### src/rtl/mem_stage.sv
// MEM stage plus MEM/WB pipeline register for the 5-stage MIPS pipeline.
// The data-cache request is driven combinationally from the EX/MEM fields.
// The pipeline is stalled until dhit arrives.
// If the hit lands while the hazard unit is freezing the pipe, the load data
// is parked in held_q until the instruction can advance.
module mem_stage #(
    parameter int              ADDR_W  = 32,
    parameter int              REG_W   = 5,
    parameter int              OP_W    = 6,
    parameter logic [OP_W-1:0] HALT_OP = 6'h3F,
    parameter int              CNT_W   = 16
) (
    input  logic              CLK,
    input  logic              RST,
    input  logic              ex_valid,
    input  logic              ex_dREN,
    input  logic              ex_dWEN,
    input  logic [ADDR_W-1:0] ex_result,
    input  logic [ADDR_W-1:0] ex_busB,
    input  logic [REG_W-1:0]  ex_writeReg,
    input  logic              ex_rw,
    input  logic              ex_MemtoReg,
    input  logic [1:0]        ex_RegWDSel,
    input  logic [ADDR_W-1:0] ex_PCInc,
    input  logic [OP_W-1:0]   ex_opcode,
    input  logic              enable,
    input  logic              flush,
    input  logic              dhit,
    input  logic [ADDR_W-1:0] dmemload,
    output logic              dmemREN,
    output logic              dmemWEN,
    output logic [ADDR_W-1:0] dmemaddr,
    output logic [ADDR_W-1:0] dmemstore,
    output logic              mem_stall,
    output logic              misalign,
    output logic [ADDR_W-1:0] wb_result,
    output logic [ADDR_W-1:0] wb_load,
    output logic [ADDR_W-1:0] wb_PCInc,
    output logic [REG_W-1:0]  wb_writeReg,
    output logic              wb_rw,
    output logic              wb_MemtoReg,
    output logic [1:0]        wb_RegWDSel,
    output logic [OP_W-1:0]   wb_opcode,
    output logic              wb_halt,
    output logic [CNT_W-1:0]  stall_cnt
);

    localparam logic [OP_W-1:0] RTYPE = '0;

    typedef enum logic {IDLE, DONE} state_t;

    typedef struct packed {
        logic [ADDR_W-1:0] result;
        logic [ADDR_W-1:0] load;
        logic [ADDR_W-1:0] pcinc;
        logic [REG_W-1:0]  wreg;
        logic              rw;
        logic              m2r;
        logic [1:0]        wdsel;
        logic [OP_W-1:0]   opcode;
    } wb_t;

    state_t            state_q, state_d;
    logic [ADDR_W-1:0] held_q, held_d;
    wb_t               wb_q, wb_d;
    logic              halt_q, halt_d;
    logic              mis_q, mis_d;
    logic [CNT_W-1:0]  cnt_q, cnt_d;

    logic aligned, is_mem, pending, misalign_now, load_ok;

    // Access qualification shared by the FSM, the request outputs and the MEM/WB latch
    always_comb begin
        aligned      = (ex_result[1:0] == 2'b00);
        is_mem       = ex_valid & (ex_dREN | ex_dWEN);
        misalign_now = is_mem & ~aligned;
        pending      = is_mem & ~halt_q & aligned & (state_q != DONE) & ~flush;
        load_ok      = ex_valid & ex_dREN & aligned;
    end

    // FSM state register and the held-load register
    always_ff @(posedge CLK) begin
        if (RST) begin
            state_q <= IDLE;
            held_q  <= '0;
        end else begin
            state_q <= state_d;
            held_q  <= held_d;
        end
    end

    // Next state: park the hit data when the pipe is frozen, release it on advance
    always_comb begin
        state_d = state_q;
        held_d  = held_q;
        if (flush) begin
            state_d = IDLE;
        end else begin
            case (state_q)
                IDLE: if (pending & dhit & ~enable) begin
                    state_d = DONE;
                    held_d  = dmemload;
                end
                DONE: if (enable) state_d = IDLE;
                default: state_d = IDLE;
            endcase
        end
    end

    // Cache requests and stall; a load wins over a store if both are set
    always_comb begin
        dmemREN   = pending & ex_dREN;
        dmemWEN   = pending & ex_dWEN & ~ex_dREN;
        dmemaddr  = ex_result;
        dmemstore = ex_busB;
        mem_stall = pending & ~dhit;
    end

    // MEM/WB next value: flush over enable over hold; stalled advance is a bubble
    always_comb begin
        wb_d   = wb_q;
        halt_d = halt_q;
        mis_d  = 1'b0;
        if (flush) begin
            wb_d        = '0;
            wb_d.opcode = RTYPE;
        end else if (enable & mem_stall) begin
            wb_d        = '0;
            wb_d.opcode = RTYPE;
        end else if (enable) begin
            wb_d.result = ex_result;
            wb_d.pcinc  = ex_PCInc;
            wb_d.wreg   = ex_writeReg;
            wb_d.rw     = ex_rw & ex_valid;
            wb_d.m2r    = ex_MemtoReg;
            wb_d.wdsel  = ex_RegWDSel;
            wb_d.opcode = ex_opcode;
            if (!load_ok)              wb_d.load = '0;
            else if (state_q == DONE)  wb_d.load = held_q;
            else if (pending & dhit)   wb_d.load = dmemload;
            else                       wb_d.load = '0;
            mis_d = misalign_now;
        end
        if (enable & ~flush & ex_valid & (ex_opcode == HALT_OP)) halt_d = 1'b1;
    end

    // Saturating stall-cycle counter
    always_comb begin
        cnt_d = cnt_q;
        if (mem_stall && !(&cnt_q)) cnt_d = cnt_q + CNT_W'(1);
    end

    // MEM/WB register, halt flag, misalign pulse and stall counter
    always_ff @(posedge CLK) begin
        if (RST) begin
            wb_q        <= '0;
            wb_q.opcode <= RTYPE;
            halt_q      <= 1'b0;
            mis_q       <= 1'b0;
            cnt_q       <= '0;
        end else begin
            wb_q   <= wb_d;
            halt_q <= halt_d;
            mis_q  <= mis_d;
            cnt_q  <= cnt_d;
        end
    end

    assign wb_result   = wb_q.result;
    assign wb_load     = wb_q.load;
    assign wb_PCInc    = wb_q.pcinc;
    assign wb_writeReg = wb_q.wreg;
    assign wb_rw       = wb_q.rw;
    assign wb_MemtoReg = wb_q.m2r;
    assign wb_RegWDSel = wb_q.wdsel;
    assign wb_opcode   = wb_q.opcode;
    assign wb_halt     = halt_q;
    assign misalign    = mis_q;
    assign stall_cnt   = cnt_q;

endmodule
### config.mk
export PLATFORM = sky130hd
export DESIGN_NAME = mem_stage
export DESIGN_NICKNAME = d
export VERILOG_FILES = /design/src/rtl/mem_stage.sv
export SDC_FILE = /design/constraint.sdc
export NUM_CORES = 1
export LEC_CHECK = 0
export CELL_PAD_IN_SITES_DETAIL_PLACEMENT = 1
export CELL_PAD_IN_SITES_GLOBAL_PLACEMENT = 1
export CORE_MARGIN = 2
export CORE_UTILIZATION = 31
export DETAILED_ROUTE_END_ITERATION = 7
export PLACE_DENSITY = 0.84
export SLEW_MARGIN = 30
export SYNTH_ARGS = -nofsm -noshare
export SYNTH_HDL_FRONTEND = slang
export SYNTH_SLANG_ARGS = --single-unit
### constraint.sdc
create_clock -name CLK -period 5.45 [get_ports CLK]
set_input_delay 1.09 -clock CLK [delete_from_list [all_inputs] [get_ports CLK]]
set_output_delay 1.09 -clock CLK [all_outputs]
set_load 0.005 [all_outputs]
==> metrics.csv <==
metric;value;unit
fin crit share;0.8633;
simple-gate area share of the yosys netlist;0.1781;
# IOs;347;
Placed Instances;1189;
register area share after synthesis;0.4768;
multiplexer share of the synthesized area;0.1687;
RSZ-0062 raised after global routing;false;
Crit Path Max Fanout;26;
first-pass GRT wire length;35.56;mm
slowest cell delay on critical path;0.65;ns
slowest CP cell;or4_4;
nets;1080;
GPL Wtd Cong;0.7478;
crit path cell chain;clkdlybuf4s50_1 -> or4_4 -> or4_4 -> inv_1 -> clkdlybuf4s50_1;
worst-margin pin slew;0.6682;ns
syn_area_per_cell;9.304;sq um
Reg2Reg Depth;6;
Yosys reg bits;162;
leakage;0.003883;uW
Final Instance Area;10000;sq um
Hold EP;wb_rw;
type of the most critical hold path;flip-flop to flip-flop;
Num CTS Buffers;17;
Starting Density;0.3136;
critical path depth;5;
clk slew on worst S/H paths;0.07;ns
Worst Skew;0.01294;ns
Crit path max-delay family;simple AND/OR/NAND/NOR gates;
Non-Filler Instances;1221;
Post-Syn Area;6802;sq um
drt drc;0;
setup TNS;0;ns
Final Hold Vio Count;0;
max-slew violation count;0;
Die Y;152.1;microns
# diodes;0;
routed via count;5971;
CP arrival;3.61;ns
YS warnings;0;
Final Util;0.4613;
Setup Viol. Count Final;0;
HP Start;wb_rw;
Synth Area in Adders;0.001840;
r2r setup slk;2.53;ns
total global-route track usage;0.1932;
hold buffer count at CTS;0;
PD cells;275.1;nW/um^2
max-capacitance violation count;0;
Compound-Gate Fraction of Synth Area;0.07119;
pin count of the biggest net entering global routing;71;
synth unique cells;32;
Critical Path RT;4.36;ns
WS Path Type;input pin to output pin;
Final min period;4.705;ns
post-synth net total;883;
synthesized instance count;731;
Core Box Area;21690;sq um
overall routed net length;22.51;mm
CP bufs+invs;3;
CTS tree;done;
Worst Setup End Kind;output pin;
die area;23140;sq um
DR WL/cell;18.43;microns
outcome;finished, final reports clean;
post-route ant nets;0;
vias in the first global route;6420;
postcts setup bufs;0;
Clock H-tree levels;4;
clock sink count;162;
Synth Area in XOR/XNOR;0;
root buf cell;clkbuf_16;
initial antenna violation count;0;
hpwl dp;15.75;mm
share of post-route cells with drive strength above 1;0.05526;
drt first pass iters;4;
DR iter-0 viols;145;
FP Rows;54;
max_slew headroom;0.5508;
WHS Path Cells;2;
vias per cell;4.890;
peak supply drop;193.6;uV
clk buf depth;2;
gr ovfl total;0;
P&R area growth vs syn;47.09;%
fmax;212.5;MHz
post-CTS sizing;0;
port buffer count;282;
Worst Setup Start Kind;input pin;
Die Wd;152.1;microns
number of fill cells;2398;
clk_lat worst skew;0.43;ns
Worst R2R End;wb_result[9];
placed cell area;9395;sq um
largest family of logic cells by synthesized area;simple AND/OR/NAND/NOR gates;
reg2reg start;wb_halt;
[state kept, by name, summed over array words and instances (netlist names)]
name,cells
held_q,32
misalign,1
stall_cnt,16
state_q,1
wb_MemtoReg,1
wb_PCInc,32
wb_RegWDSel,2
wb_halt,1
wb_load,32
wb_opcode,6
wb_result,32
wb_rw,1
wb_writeReg,5
[worst min-delay path, cell delays in order (launching register included)]
cell	delay (ns)
dfxtp_1	0.32
nand2b_1	0.07
a21oi_1	0.05
[synth_stat cells (all sizes together)]
library cell | number | area, sq um
nand2b | 5 | 31.28
ha | 1 | 12.51
buf | 81 | 571.8
nand4 | 6 | 37.54
nand3b | 1 | 7.510
nand3 | 39 | 195.2
or3 | 1 | 6.260
a41oi | 1 | 8.760
clkbuf | 32 | 120.1
o22ai | 1 | 6.260
nor2b | 37 | 231.5
o31ai | 8 | 60.06
inv | 3 | 11.26
nand2 | 9 | 33.78
mux2i | 109 | 1091
or4b | 1 | 10.01
nor4 | 11 | 68.82
and4 | 3 | 26.28
nor3 | 5 | 25.02
a211o | 1 | 8.760
nor2 | 117 | 439.2
mux2 | 5 | 56.30
a21oi | 78 | 390.4
dfxtp | 162 | 3243
nor4b | 1 | 8.760
or4 | 11 | 90.08
o21ai | 2 | 10.01
[where the power goes]
| part | switching (uW) | leakage, uW | total [uW] | internal [uW] |
|---|---|---|---|---|
| Combinational | 112 | 0.00229 | 275 | 163 |
| Clock | 530 | 0.000280 | 1260 | 731 |
| Sequential | 11.1 | 0.00131 | 1210 | 1200 |
| Total | 654 | 0.00388 | 2750 | 2100 |
[final cells by class]
type                    count  area, sq um  area share
inverters                   3        11.26    0.001126
well taps                 280        350.3     0.03502
clock inverters            13        176.4     0.01763
flip-flops and latches    162         3243      0.3242
clock buffers              19        432.9     0.04327
repair buffers            291         2899      0.2898
multi-input cells         453         2892      0.2890
[metal layers]
layer  track usage  routed length [microns]  vias to the layer above
met2        0.3483                    11550                      199
li1              -                        -                     2844
met5             0                        0                        -
met3       0.06332                     1453                       25
met4       0.06364                      361                        0
met1        0.2140                     9144                     2903
[how the worst max path moves through the flow]
| stage | end | startpoint |
|---|---|---|
| 5_1_grt | mem_stall | ex_result[0] |
| 3_5_place_dp | mem_stall | ex_result[0] |
| 6_report | mem_stall | ex_result[0] |
| 2_1_floorplan | mem_stall | ex_result[0] |
| 4_1_cts | mem_stall | ex_result[0] |
| 3_3_place_gp | mem_stall | ex_result[0] |
[metrics by stage]
| stage | worst slack, ns | total power, uW | hold slack (ns) |
|---|---|---|---|
| global placement | 0.7729 | 1513 | 0.4610 |
| global route | 0.6446 | 2864 | 0.5056 |
| CTS | 0.7371 | 2794 | 0.4889 |
| detailed placement | 0.7343 | 1520 | 0.4746 |
| floorplan | 2.029 | 1365 | 0.4626 |
| finish | 0.7452 | 2752 | 0.4848 |
[placed cells by master, fill, tap and decap left out, types with 2 or more instances in the layout]
cell type	Yosys	final
a21oi_1	78	78
nand3_1	39	39
or4_4	2	3
buf_4	64	8
nor4_2	0	3
or4_1	9	8
o31ai_1	8	8
inv_6	0	2
and4_1	3	3
nor2b_1	37	37
clkbuf_1	32	2
nand4_1	6	6
o21ai_0	2	2
mux2_2	2	2
clkinvlp_4	0	5
mux2i_1	109	109
dfxtp_1	162	162
inv_8	0	2
clkdlybuf4s50_1	0	280
nand2b_1	5	5
clkbuf_16	0	17
nand2_1	9	9
nor4_1	11	8
inv_1	3	3
nor3_1	5	4
bufinv_16	0	3
nor2_1	117	117
mux2_1	3	3
[kinds of logic (layout without fill, tap and decap cells)]
logic type / count (synthesis) / after routing
flip-flops: 162 / 162
AND/OR/NAND/NOR: 247 / 247
adder cells (fa/ha/maj): 1 / 1
AO/OA/AOI/OAI: 91 / 91
buffers and inverters: 116 / 326
multiplexers: 114 / 114
Power figures use the tool's default switching activity.
